File: src/rtl/serial_adder.sv
// Bit-serial adder: LSB-first ripple through a single full adder, WIDTH+1 bit registered result.
// Define SERIAL_ADDER_SUB_EN to add an op input selecting a - b (a + ~b + 1).
module serial_adder #(
   parameter int WIDTH = 8
) (
   input  logic             clock,
   input  logic             reset,
   input  logic             start,
`ifdef SERIAL_ADDER_SUB_EN
   input  logic             op,
`endif
   input  logic [WIDTH-1:0] a,
   input  logic [WIDTH-1:0] b,
   output logic [WIDTH:0]   sum,
   output logic             busy,
   output logic             done
);

   localparam int CNT_W = (WIDTH > 1) ? $clog2(WIDTH) : 1;
   localparam logic [CNT_W-1:0] LAST_BIT = CNT_W'(WIDTH - 1);

   typedef enum logic [1:0] {
      IDLE  = 2'd0,
      SHIFT = 2'd1,
      DONE  = 2'd2
   } state_t;

   state_t             state_q, state_d;
   logic [WIDTH-1:0]   a_q, a_d;
   logic [WIDTH-1:0]   b_q, b_d;
   logic [WIDTH-1:0]   res_q, res_d;
   logic [WIDTH:0]     sum_q, sum_d;
   logic [CNT_W-1:0]   cnt_q, cnt_d;
   logic               carry_q, carry_d;
   logic               busy_q, busy_d;
   logic               done_q, done_d;
   logic               sum_bit;

   always_comb begin
      state_d = state_q;
      a_d     = a_q;
      b_d     = b_q;
      res_d   = res_q;
      sum_d   = sum_q;
      cnt_d   = cnt_q;
      carry_d = carry_q;
      busy_d  = busy_q;
      done_d  = 1'b0;
      sum_bit = a_q[0] ^ b_q[0] ^ carry_q;

      case (state_q)
         IDLE: begin
            if (start) begin
               a_d     = a;
`ifdef SERIAL_ADDER_SUB_EN
               // Subtraction is two's-complement addition: invert B, seed carry with 1.
               b_d     = op ? ~b : b;
               carry_d = op;
`else
               b_d     = b;
               carry_d = 1'b0;
`endif
               cnt_d   = '0;
               busy_d  = 1'b1;
               state_d = SHIFT;
            end
         end
         SHIFT: begin
            carry_d = (a_q[0] & b_q[0]) | (a_q[0] & carry_q) | (b_q[0] & carry_q);
            a_d     = a_q >> 1;
            b_d     = b_q >> 1;
            res_d   = {sum_bit, res_q[WIDTH-1:1]};
            cnt_d   = cnt_q + 1'b1;
            if (cnt_q == LAST_BIT) begin
               state_d = DONE;
            end
         end
         DONE: begin
            // sum only moves here so the display never sees a partial result.
            sum_d   = {carry_q, res_q};
            done_d  = 1'b1;
            busy_d  = 1'b0;
            state_d = IDLE;
         end
         default: begin
            state_d = IDLE;
         end
      endcase
   end

   always_ff @(posedge clock or posedge reset) begin
      if (reset) begin
         state_q <= IDLE;
         a_q     <= '0;
         b_q     <= '0;
         res_q   <= '0;
         sum_q   <= '0;
         cnt_q   <= '0;
         carry_q <= 1'b0;
         busy_q  <= 1'b0;
         done_q  <= 1'b0;
      end else begin
         state_q <= state_d;
         a_q     <= a_d;
         b_q     <= b_d;
         res_q   <= res_d;
         sum_q   <= sum_d;
         cnt_q   <= cnt_d;
         carry_q <= carry_d;
         busy_q  <= busy_d;
         done_q  <= done_d;
      end
   end

   assign sum  = sum_q;
   assign busy = busy_q;
   assign done = done_q;

endmodule
File: config.mk
export PLATFORM = sky130hd
export DESIGN_NAME = serial_adder
export DESIGN_NICKNAME = d
export VERILOG_FILES = /design/src/rtl/serial_adder.sv
export SDC_FILE = /design/constraint.sdc
export NUM_CORES = 1
export LEC_CHECK = 0
export ABC_AREA = 1
export CORE_ASPECT_RATIO = 0.75
export CORE_MARGIN = 2
export CORE_UTILIZATION = 56
export CTS_CLUSTER_DIAMETER = 30
export DETAILED_ROUTE_END_ITERATION = 16
export GPL_TIMING_DRIVEN = 0
export PLACE_DENSITY_LB_ADDON = 0.05
export SLEW_MARGIN = 10
export SYNTH_ARGS = -nofsm -noshare
export SYNTH_HDL_FRONTEND = slang
export SYNTH_SLANG_ARGS = --single-unit
export TNS_END_PERCENT = 30
File: constraint.sdc
create_clock -name clock -period 2 [get_ports clock]
set_input_delay 0.4 -clock clock [delete_from_list [all_inputs] [get_ports clock]]
set_output_delay 0.4 -clock clock [all_outputs]
set_load 0.005 [all_outputs]
# [After elaboration in Yosys (flattened, before gate mapping)]
# Cells that the tools add are included.
[word_totals] ff_bits=41 inputBits=19 output_inout_bits=11 elab_cells=42
[op_classes] addsub=1 n_eq_ne=5 n_mux=14 bitwise_logic=7 n_reduce_logical=6
[ops] cell="8-bit one-hot mux with 2 select lines" n=2
[ops] cell="8-bit 2-to-1 mux" n=2
[ops] cell="3-bit one-hot mux with 2 select lines" n=1
[ops] cell="2-bit AND reduction" n=3
[ops] cell="2-bit 2-to-1 mux" n=2
[ops] cell="2-bit != test, second input constant" n=2
[ops] cell="1-bit one-hot mux with 2 select lines" n=2
[ops] cell="2-bit one-hot mux with 2 select lines" n=1
[ops] cell="2-bit nonzero test" n=2
[ops] cell="3-bit by 1-bit adder with 3-bit output, second input constant" n=1
[ops] cell="1-bit bitwise AND" n=3
[ops] cell="3-bit equality test, second input constant" n=1
[ops] cell="1-bit 2-to-1 mux" n=3
[ops] cell="3-bit 2-to-1 mux" n=1
[ops] cell="2-bit by 1-bit equality test with 1-bit output, second input constant" n=1
[ops] cell="2-bit equality test, second input constant" n=1
[ops] cell="2-bit logical NOT" n=1
[ops] cell="1-bit OR" n=2
[ops] cell="1-bit XOR" n=2

# [Longest topological paths before layout]
[logic_depth] depth_word=4 depth_mapped=7 ltp_nobuf=6

# [Worst setup path after synthesis]
# OpenSTA, ideal clock, no wires.
[synth_timing] kind="flip-flop to flip-flop" from="register state_q[0]" to="register a_q[0]" setup_time_ns=0.116 arrival_ns=1.004 t_required_ns=1.884 slack_ns=0.880 stages_incl_launch_ff=7 path_buffers=2 synth_period_minus_slack_ns=1.120 path_cell_list="dfrtp_1 buf_6 o21ai_4 inv_2 buf_6 nand2_1 nand2_1"
[synth_via] elab_chain_len=3 elab_cells_between_ends=6 cone_classes="eq/ne (2); mux (1); reduce/logical (3)"
[synth_rtl] element="start: declaration" line_no="28" source="state_t state_q, state_d;"
[synth_rtl] element="start signal: assignment" line_no="103" source="state_q <= state_d;"
[synth_rtl] element="2-bit by 1-bit equality test with 1-bit output or 2-bit logical NOT (tied branches)" line_no="51" source="case (state_q)"
[synth_rtl] element="2-bit nonzero test (no line) or 2-bit != test (tied branches)"
[synth_rtl] element="2-bit AND reduction (no line)"
[synth_rtl] element="end signal: assignment" line_no="94" source="a_q <= '0;"
[synth_rtl] element="end signal: assignment" line_no="104" source="a_q <= a_d;"
[synth_rtl] element="end: declaration" line_no="29" source="logic [WIDTH-1:0] a_q, a_d;"
# Parallel ways exist; a longest one is shown, timed or not.
# A chain may end at the register's enable or synchronous reset.

# [Worst setup path in the final report]
[layout_timing] from="register sum_q[3] (netlist: sum[3])" to="output sum[3]"
[layout_rtl] element="start: declaration" line_no="32" source="logic [WIDTH:0] sum_q, sum_d;"
[layout_rtl] element="start signal: assignment" line_no="107" source="sum_q <= sum_d;"
[layout_rtl] element="end: declaration" line_no="14" source="output logic [WIDTH:0] sum,"
# No word-level cell between the ends.

==> flow_summary.json <==
{
  "crit_type": "flop to primary output",
  "netlist_area_um2": 1840,
  "rsz0062_at_grt": "false",
  "path_buf_inv": 1,
  "finalHoldViolCount": 0,
  "cpPeakStageDelay_ns": 0.51,
  "dr_total_vias": 1524,
  "leakage_nw": 1.18,
  "coreArea_um2": 3040,
  "placed_area_um2": 2200,
  "grt-ovfl-total": 0,
  "post-route-min-period_ns": 1.55,
  "r2r_setup_slack_ns": 0.71,
  "synthTopCellsByArea": "dfrtp_1 (56%), nand2_1 (21%), nand3_1 (4.9%), o21ai_1 (3.3%), buf_6 (3.1%)",
  "ios": 30,
  "finalSetupViolations": 0,
  "numCtsBuffers": 5,
  "fin_nets": 272,
  "worst_slew_pin_slew_ns": 0.322,
  "dp.final_hpwl_mm": 2.75,
  "yosysMostFrequentCell": "nand2_1",
  "synth-xor-area-share_pct": 0,
  "drive_gt1_share_pct": 9.96,
  "cts_root_buffer": "clkbuf_8",
  "grt_pass1_vias": 1566,
  "n_antenna_cell": 0,
  "min_period_over_period_pct": 77.7,
  "cp_slowest_cell": "clkdlybuf4s50_1",
  "outcome": "finished clean",
  "port_buffers": 29,
  "htreeDepth": 2,
  "route.detailed.drc": 0,
  "fp.dieW_um": 70.2,
  "fillers": 213,
  "postCtsHoldBufs": 0,
  "clk_path_buf_depth": 2,
  "cp-start-kind": "flop",
  "critPathRequiredTime_ns": 1.60,
  "die_h_um": 53.7,
  "yosysWarnings": 0,
  "cts.sinks": 41,
  "rows": 17,
  "crit_path_end_kind": "primary output",
  "fp.dieArea_um2": 3770,
  "cts_resized": 0,
  "antenna_found_initial": 0,
  "postSynthAreaPerCell_um2": 8.65,
  "first_pass_iters": 4,
  "viasPerCell": 5.27,
  "slew-limit-headroom_pct": 78.5,
  "fin_area_um2": 2280,
  "max_freq_ghz": 0.644,
  "syn2layout_area_growth_pct": 23.9,
  "worstPathArrival_ns": 1.15,
  "gp_congestion": 0.828,
  "dominantRegCellSynth": "dfrtp_1",
  "synthAdderAreaFrac_pct": 2.45,
  "start_util_pct": 60.6,
  "ys_ff_latch": 41,
  "worst_clock_skew_ns": 0.00671,
  "totalWireLength_mm": 4.01,
  "synth_top_cells_by_count": "nand2_1 (102), dfrtp_1 (41), nand3_1 (18)",
  "power.density_nw_per_um2": 1400,
  "cap_viol_max_count": 0,
  "grt-busiest-layer": "met2",
  "startpoint": "sum[3]",
  "synth.distinct_cells": 17,
  "crit_chain": "clkdlybuf4s50_1",
  "path_delay_family": "buffers and inverters",
  "synth_mux_area_share_pct": 0,
  "async_flop_share_pct": 100,
  "grtUsageMet2_pct": 41.5,
  "finalPower_w": 0.00320,
  "track_usage_pct": 24.4,
  "synth_compound_area_share_pct": 6.05,
  "path_clk_slew_ns": 0.08,
  "cts_tree": "built",
  "antenna_left": 0,
  "grtUsageMet1_pct": 31.5,
  "synth_nets": 235,
  "synth_edf_count": 0,
  "grt_pass1_wl_mm": 6.96,
  "dr.first_iter.drc_count": 115,
  "synth_top_area_share_pct": 55.7,
  "synth_simple_gate_area_share_pct": 27.8,
  "maxSlewViolCount": 0,
  "synth_top_family_by_area": "simple AND/OR/NAND/NOR gates",
  "rr_startpoint": "state_q[1]",
  "wl_per_cell_um": 13.9,
  "vdd_drop_max_uv": 894,
  "hold_path_class": "input port to asynchronous set/reset pin",
  "crit_fanout": 2,
  "clock_latency_ns": 0.29,
  "grt_max_degree": 30,
  "syn_inst": 213,
  "synth-seq-area-share_pct": 55.7,
  "postCtsSetupBuffers": 0,
  "grt_use_met3_pct": 5.99,
  "yosysTopAreaCell": "dfrtp_1",
  "fin_setup_tns_ns": 0
}
-- flip-flops by register name, summed over array words and instances, names as in the netlist --
| name | flops |
|---|---|
| done | 1 |
| b_q | 8 |
| carry_q | 1 |
| busy | 1 |
| res_q | 8 |
| a_q | 8 |
| cnt_q | 3 |
| sum | 9 |
| state_q | 2 |
-- area by class of cell --
cell class / count / area (µm²) / share of cell area [%]
inverter: 15 / 58.8 / 2.58
buffer: 10 / 88.8 / 3.89
tap: 38 / 47.5 / 2.08
timing repair buffer: 30 / 310 / 13.6
sequential: 41 / 1030 / 45.0
clock inverter: 2 / 10.0 / 0.439
multi-input combinational: 147 / 668 / 29.3
clock buffer: 6 / 72.6 / 3.18
-- cells in the final DEF (no fill, tap or decap), drive strengths merged --
cell and instances:
clkdlybuf4s50 29, o21ai 20, fa 1, nand2 103, inv 15, clkinv 2
nor2 3, buf 11, ha 2, dfrtp 41, clkbuf 6, nand3 18
-- layer usage --
layer	routed length, µm	up-vias
li1	-	733
met1	1870	733
met2	1890	54
met3	251	4
met4	12	0
met5	0	-
-- where the power goes --
part           leakage [nW]  switching [W]  internal (W)  total [W]
clock                0.0450       0.000290      0.000242   0.000532
sequential            0.524       0.000193       0.00116    0.00135
combinational         0.612       0.000747      0.000571    0.00132
total                  1.18        0.00123       0.00197    0.00320
-- cell families (layout without fill, tap and decap cells) --
kind of cell             after synthesis  after routing
buffers and inverters                 25             63
AND/OR/NAND/NOR                      124            124
adder cells (fa/ha/maj)                3              3
flip-flops                            41             41
AO/OA/AOI/OAI                         20             20
-- path summary, 6_finish.rpt --
check	depth (start not counted)	to
min in group clock	2	sum[0]
max	1	sum[3]
max reg2reg	7	b_q[2]
min	2	a_q[1]
max in group asynchronous	3	state_q[1]
min reg2reg	2	sum[0]
-- metrics by stage --
step	cells	hold slack [ns]	setup WS, ns	utilization (%)
detailed placement	281	0.473	0.426	72.3
floorplan	213	0.443	0.654	-
global route	289	0.419	0.401	75.0
finish	289	0.371	0.447	75.0
CTS	289	0.378	0.434	75.0
global placement	280	0.453	-0.135	71.7
(Power assumes the default switching activity.)
